===== src/rtl/fetch_ctrl.sv =====
`default_nettype none
// ============================================================================
// Module      : fetch_ctrl
// Description : Next-PC sequencer for the instruction-fetch stage. Drives the
//               PC register load enable and next value, stalls fetch on
//               icache misses, holds redirects that arrive during a miss and
//               forces recovery to the exception vector on a long miss.
// Ports       :
//   clk         in   1   clock, rising edge
//   rstn        in   1   asynchronous reset, active-high (1 = in reset)
//   pc_cur      in  32   current PC register value
//   hit         in   1   icache hit for pc_cur
//   stall       in   1   downstream hazard stall, hold PC
//   br_taken    in   1   branch resolved taken (pulse)
//   br_target   in  32   branch target
//   jmp         in   1   jump (pulse)
//   jmp_target  in  32   jump target
//   exc         in   1   exception request (pulse)
//   pc_next     out 32   value for PC register
//   pc_load     out  1   PC register write enable
//   fetch_valid out  1   instruction at pc_cur is valid this cycle
//   flush       out  1   squash younger in-flight instructions
//   timeout     out  1   miss-timeout pulse
//   miss_cnt    out 16   cycles spent in current miss
// Revision    : 1.0 - initial release
// ============================================================================
module fetch_ctrl #(
    parameter logic [31:0] RESET_PC     = 32'h0000_0000,
    parameter logic [31:0] EXC_VECTOR   = 32'h0000_0080,
    parameter int          MISS_TIMEOUT = 64
) (
    input  logic        clk,
    input  logic        rstn,
    input  logic [31:0] pc_cur,
    input  logic        hit,
    input  logic        stall,
    input  logic        br_taken,
    input  logic [31:0] br_target,
    input  logic        jmp,
    input  logic [31:0] jmp_target,
    input  logic        exc,
    output logic [31:0] pc_next,
    output logic        pc_load,
    output logic        fetch_valid,
    output logic        flush,
    output logic        timeout,
    output logic [15:0] miss_cnt
);

    localparam logic [1:0]  c_st_boot = 2'd0;
    localparam logic [1:0]  c_st_run  = 2'd1;
    localparam logic [1:0]  c_st_miss = 2'd2;
    localparam logic [15:0] c_cnt_max = 16'(MISS_TIMEOUT - 1);

    logic [1:0]  r_state,       w_state_nxt;
    logic        r_pend_valid,  w_pend_valid_nxt;
    logic        r_pend_exc,    w_pend_exc_nxt;
    logic [31:0] r_pend_target, w_pend_target_nxt;
    logic [15:0] r_miss_cnt,    w_miss_cnt_nxt;

    // Word-aligned versions of every target
    logic [31:0] w_reset_tgt;
    logic [31:0] w_exc_tgt;
    logic [31:0] w_br_tgt;
    logic [31:0] w_jmp_tgt;
    logic [31:0] w_seq_pc;
    logic        w_run_redir;
    logic [31:0] w_run_tgt;

    assign w_reset_tgt = {RESET_PC[31:2], 2'b00};
    assign w_exc_tgt   = {EXC_VECTOR[31:2], 2'b00};
    assign w_br_tgt    = {br_target[31:2], 2'b00};
    assign w_jmp_tgt   = {jmp_target[31:2], 2'b00};
    assign w_seq_pc    = pc_cur + 32'd4;

    // RUN redirect source: exception, then held redirect, then branch, then jump
    assign w_run_redir = exc | r_pend_valid | br_taken | jmp;
    assign w_run_tgt   = exc          ? w_exc_tgt     :
                         r_pend_valid ? r_pend_target :
                         br_taken     ? w_br_tgt      : w_jmp_tgt;

    assign miss_cnt = r_miss_cnt;

    always_comb begin
        pc_load           = 1'b0;
        pc_next           = w_seq_pc;
        fetch_valid       = 1'b0;
        flush             = 1'b0;
        timeout           = 1'b0;
        w_state_nxt       = r_state;
        w_pend_valid_nxt  = r_pend_valid;
        w_pend_exc_nxt    = r_pend_exc;
        w_pend_target_nxt = r_pend_target;
        w_miss_cnt_nxt    = r_miss_cnt;

        case (r_state)
            c_st_boot: begin
                pc_load     = 1'b1;
                pc_next     = w_reset_tgt;
                w_state_nxt = c_st_run;
            end

            c_st_run: begin
                if (w_run_redir) begin
                    // Redirect wins over both stall and a miss on the old path
                    pc_load          = 1'b1;
                    pc_next          = w_run_tgt;
                    flush            = 1'b1;
                    w_pend_valid_nxt = 1'b0;
                    w_pend_exc_nxt   = 1'b0;
                end else if (!hit) begin
                    w_state_nxt    = c_st_miss;
                    w_miss_cnt_nxt = 16'd0;
                end else if (stall) begin
                    fetch_valid = 1'b1;
                end else begin
                    pc_load     = 1'b1;
                    pc_next     = w_seq_pc;
                    fetch_valid = 1'b1;
                end
            end

            c_st_miss: begin
                if (!hit && (r_miss_cnt == c_cnt_max)) begin
                    // Forced recovery also absorbs any request arriving now
                    timeout          = 1'b1;
                    pc_load          = 1'b1;
                    pc_next          = w_exc_tgt;
                    flush            = 1'b1;
                    w_pend_valid_nxt = 1'b0;
                    w_pend_exc_nxt   = 1'b0;
                    w_miss_cnt_nxt   = 16'd0;
                    w_state_nxt      = c_st_run;
                end else begin
                    if (exc) begin
                        w_pend_valid_nxt  = 1'b1;
                        w_pend_exc_nxt    = 1'b1;
                        w_pend_target_nxt = w_exc_tgt;
                        flush             = 1'b1;
                    end else if ((br_taken || jmp) && !(r_pend_valid && r_pend_exc)) begin
                        // A held exception is never displaced by a branch or jump
                        w_pend_valid_nxt  = 1'b1;
                        w_pend_exc_nxt    = 1'b0;
                        w_pend_target_nxt = br_taken ? w_br_tgt : w_jmp_tgt;
                        flush             = 1'b1;
                    end
                    if (hit) begin
                        w_state_nxt    = c_st_run;
                        w_miss_cnt_nxt = 16'd0;
                    end else begin
                        w_miss_cnt_nxt = r_miss_cnt + 16'd1;
                    end
                end
            end

            default: begin
                w_state_nxt = c_st_boot;
            end
        endcase
    end

    always_ff @(posedge clk or posedge rstn) begin
        if (rstn) begin
            r_state       <= c_st_boot;
            r_pend_valid  <= 1'b0;
            r_pend_exc    <= 1'b0;
            r_pend_target <= 32'd0;
            r_miss_cnt    <= 16'd0;
        end else begin
            r_state       <= w_state_nxt;
            r_pend_valid  <= w_pend_valid_nxt;
            r_pend_exc    <= w_pend_exc_nxt;
            r_pend_target <= w_pend_target_nxt;
            r_miss_cnt    <= w_miss_cnt_nxt;
        end
    end

endmodule
`default_nettype wire


===== config.mk =====
export PLATFORM = sky130hd
export DESIGN_NAME = fetch_ctrl
export DESIGN_NICKNAME = d
export VERILOG_FILES = /design/src/rtl/fetch_ctrl.sv
export SDC_FILE = /design/constraint.sdc
export NUM_CORES = 1
export LEC_CHECK = 0
export CAP_MARGIN = 25
export CELL_PAD_IN_SITES_DETAIL_PLACEMENT = 1
export CELL_PAD_IN_SITES_GLOBAL_PLACEMENT = 2
export CORE_ASPECT_RATIO = 1.4
export CORE_MARGIN = 1
export CORE_UTILIZATION = 37
export CTS_BUF_LIST = sky130_fd_sc_hd__clkbuf_4
export CTS_CLUSTER_DIAMETER = 30
export DETAILED_ROUTE_END_ITERATION = 8
export DONT_BUFFER_PORTS = 1
export PLACE_DENSITY_LB_ADDON = 0.1
export SETUP_SLACK_MARGIN = 0.5
export SLEW_MARGIN = 20
export SYNTH_ARGS = -nofsm -noshare
export SYNTH_HDL_FRONTEND = slang
export SYNTH_SLANG_ARGS = --single-unit
export TNS_END_PERCENT = 10

===== constraint.sdc =====
create_clock -name clk -period 2.35 [get_ports clk]
set_input_delay 0.235 -clock clk [delete_from_list [all_inputs] [get_ports clk]]
set_output_delay 0.235 -clock clk [all_outputs]
set_load 0.01 [all_outputs]

==> flow_metrics.env <==
export IMPL_mostFrequentLayoutCell="dfrtp_1"
export IMPL_yosys_area_top_type="dfrtp_1"
export IMPL_synth_area_leaders="dfrtp_1 33%, mux2i_1 8.0%, o2bb2ai_1 6.7%, xor2_1 6.1%, nor2_1 5.0%"
export IMPL_drtIter0Drc=129
export IMPL_wl_mm=12.6
export IMPL_die_x_um=87.2
export IMPL_status="finished, violations left"
export IMPL_synth_seq_cells=50
export IMPL_hold_violations=0
export IMPL_worst_path_dominant_cell_family="simple AND/OR/NAND/NOR gates"
export IMPL_initial_core_util=0.380
export IMPL_grt_max_degree=61
export IMPL_track_usage=0.241
export IMPL_first_global_vias=3666
export IMPL_hpwl_mm=9.22
export IMPL_peakVddDrop_v=0.000378
export IMPL_setup_viol=35
export IMPL_final_cell_mix="48 x dfrtp_1, 47 x nor2_1, 38 x buf_4"
export IMPL_required_ns=2.12
export IMPL_rows=43
export IMPL_crit_fanout=7
export IMPL_synth_flop_cell="dfrtp_1"
export IMPL_skew_ns=0.00636
export IMPL_final_area_mm2=0.00489
export IMPL_cp_start_kind="register"
export IMPL_clock_sinks=50
export IMPL_cts_buffers=5
export IMPL_die_y_um=121
export IMPL_num_vias=3575
export IMPL_fin_crit_sh=1.13
export IMPL_setup_worst_path_class="register to primary output"
export IMPL_met1_usage=0.277
export IMPL_timing_critical_path_buf_inv=2
export IMPL_ys_async_sr_fraction=1.00
export IMPL_p_int_w=0.00201
export IMPL_slew_headroom=0.532
export IMPL_worst_ep_arrival_time_ns=2.43
export IMPL_syn_inst=437
export IMPL_max_freq_mhz=375
export IMPL_yosysUniqueCellTypes=51
export IMPL_sequentialPowerShare=0.392
export IMPL_place_congestion=0.803
export IMPL_gr_total_overflow=0
export IMPL_fp_coreArea_mm2=0.00990
export IMPL_postRouteAntennaNets=0
export IMPL_maxSlewViolCount=0
export IMPL_worst_slew_pin_slew_ns=0.701
export IMPL_pre_cts_ws_ns=-0.00193
export IMPL_cp_slowest_cell="or4_4"
export IMPL_cts_root_buf="clkbuf_4"
export IMPL_h_tree_depth=2
export IMPL_combPwrFrac=0.482
export IMPL_holdPathEnd="r_pend_target[12]"
export IMPL_r2r_cells=8
export IMPL_p_sw_frac=0.382
export IMPL_fin_nets=581
export IMPL_io_pins=155
export IMPL_synth_top_cell_area_share=0.332
export IMPL_first_pass_iters=4
export IMPL_synth_area_mm2=0.00376
export IMPL_postSynthAreaPerCell_um2=8.61
export IMPL_crit_path_end_kind="primary output"
export IMPL_violations="negative setup slack"
export IMPL_hold_path_depth=2
export IMPL_yosysWarnings=0
export IMPL_grt_use_met2=0.445
export IMPL_antenna_found_initial=1
export IMPL_hp_start="jmp_target[12]"
export IMPL_synth_fp_nets=546
export IMPL_p_leak_nw=2.03
export IMPL_portBuffers=0
export IMPL_final_core_util=0.494
export IMPL_path_cells="or4_4 -> nor4_4 -> a21boi_2 -> nor2_4 -> clkbuf_16 -> o22ai_1 -> buf_4"
export IMPL_slowest_delay_ns=0.55
export IMPL_ff2ff_setup_slack_ns=0.08
export IMPL_placed_area_mm2=0.00418
export IMPL_layoutNonFillerInstCount=609
export IMPL_hold_class="input pin to register"
export IMPL_cts_tree="yes"
export IMPL_grt_first_pass_wirelength_mm=19.5
export IMPL_worst_r2r_endpoint="r_pend_exc"
export IMPL_rsz0062_at_grt="yes"
export IMPL_syn_to_final_growth_pct=29.9
export IMPL_vias_per_cell=5.87
export IMPL_clock_latency_ns=0.39
export IMPL_grt_use_met3=0.0469
export IMPL_power_frac_clock=0.126
export IMPL_cts_buffer_depth=2
export IMPL_top_usage_layer="met2"
export IMPL_setup_ws_ns=-0.314
export IMPL_drc=0
export IMPL_synth_edf_count=0
export IMPL_drive_above_1_share=0.294
export IMPL_yosysSeqAreaShare=0.332
export IMPL_maxCapViolCount=0
export IMPL_die_area_mm2=0.0106
export IMPL_clk_pin_slew_ns=0.15
export IMPL_wl_per_cell_um=20.7
export IMPL_fin_crit_ns=2.66
export IMPL_power_switching_w=0.00124
export IMPL_reg2reg_from="miss_cnt[13]"
export IMPL_p_per_area_mw_per_mm2=665
export IMPL_dp_cells=591
-- state kept, by name (all words and copies together), names as in the netlist --
signal / count
r_pend_valid: 1
r_state: 2
miss_cnt: 16
r_pend_exc: 1
r_pend_target: 30
-- power by group through the flow --
stage	Clock, W	Combinational, W	Sequential [W]
3_5_place_dp	0	0.00117	0.00122
5_1_grt	0.000465	0.00170	0.00130
3_3_place_gp	0	0.00114	0.00121
4_1_cts	0.000430	0.00135	0.00124
6_report	0.000411	0.00157	0.00127
2_1_floorplan	0	0.000845	0.00119
-- kinds of logic after synthesis --
logic type      synth area share
flops                      0.332
buf+inv                   0.0465
xor+xnor                  0.0768
compound gates             0.234
simple gates               0.201
mux                       0.0888
fa+ha+maj                 0.0199
-- synth_stat cells (9+ instances only) --
master and number:
a21oi_1 32, and3_1 9, buf_2 11, clkbuf_1 13, dfrtp_1 50, inv_1 10
mux2i_1 30, nand2_1 28, nand3_1 20, nand4_1 15, nor2_1 50, o21ai_0 9
o22ai_1 29, o2bb2ai_1 29, xor2_1 26
-- routing by layer --
layer,vias to the layer above,routed length (um)
li1,1695,-
met1,1761,4950
met2,105,6790
met3,14,698
met4,0,202
met5,-,0
-- timing repair --
action | 4_1_cts | 5_1_grt
gates resized for setup | 65 | 32
pin swaps | 9 | 17
hold buffers | 2 | 0
setup endpoints to repair | 86 | 86
gates cloned | 0 | 2
setup buffers | 4 | 1
hold endpoints to repair | 32 | 0
-- worst reg2reg max path: stages, from the launching register on --
cell	delay, ns
dfrtp_1	0.41
or4_4	0.55
nor4_4	0.31
a21boi_2	0.12
buf_4	0.16
buf_6	0.11
buf_6	0.12
a22o_1	0.22
a22o_1	0.19
-- final cells by class --
type / count / area [um^2]
tap: 135 / 169
multi-input combinational: 349 / 2820
antenna: 1 / 2.50
fill: 1172 / 5010
inverter: 10 / 40.0
clock inverter: 3 / 16.3
timing repair buffer: 56 / 548
clock buffer: 5 / 37.5
sequential: 50 / 1250
-- stage by stage --
stage               hold WS, ns  setup TNS [ns]  total power [W]
finish                   0.0744           -8.75          0.00325
global route             0.0668          -13.66          0.00346
CTS                      0.0502           -7.60          0.00302
detailed placement        0.268        -0.00193          0.00239
global placement          0.267               0          0.00236
floorplan                 0.375               0          0.00203
-- worst max-delay path by stage --
stage / start / to / slack, ns / cells past startpoint
5_1_grt: miss_cnt[13] / pc_next[22] / -0.45 / 7
6_report: miss_cnt[13] / pc_next[22] / -0.31 / 7
2_1_floorplan: miss_cnt[7] / pc_next[11] / 0.15 / 6
4_1_cts: miss_cnt[13] / pc_next[7] / -0.31 / 7
3_3_place_gp: miss_cnt[7] / pc_next[7] / 0.07 / 7
3_5_place_dp: miss_cnt[7] / pc_next[7] / -0.002 / 7
Note: power is estimated with default switching activity, not from simulation.
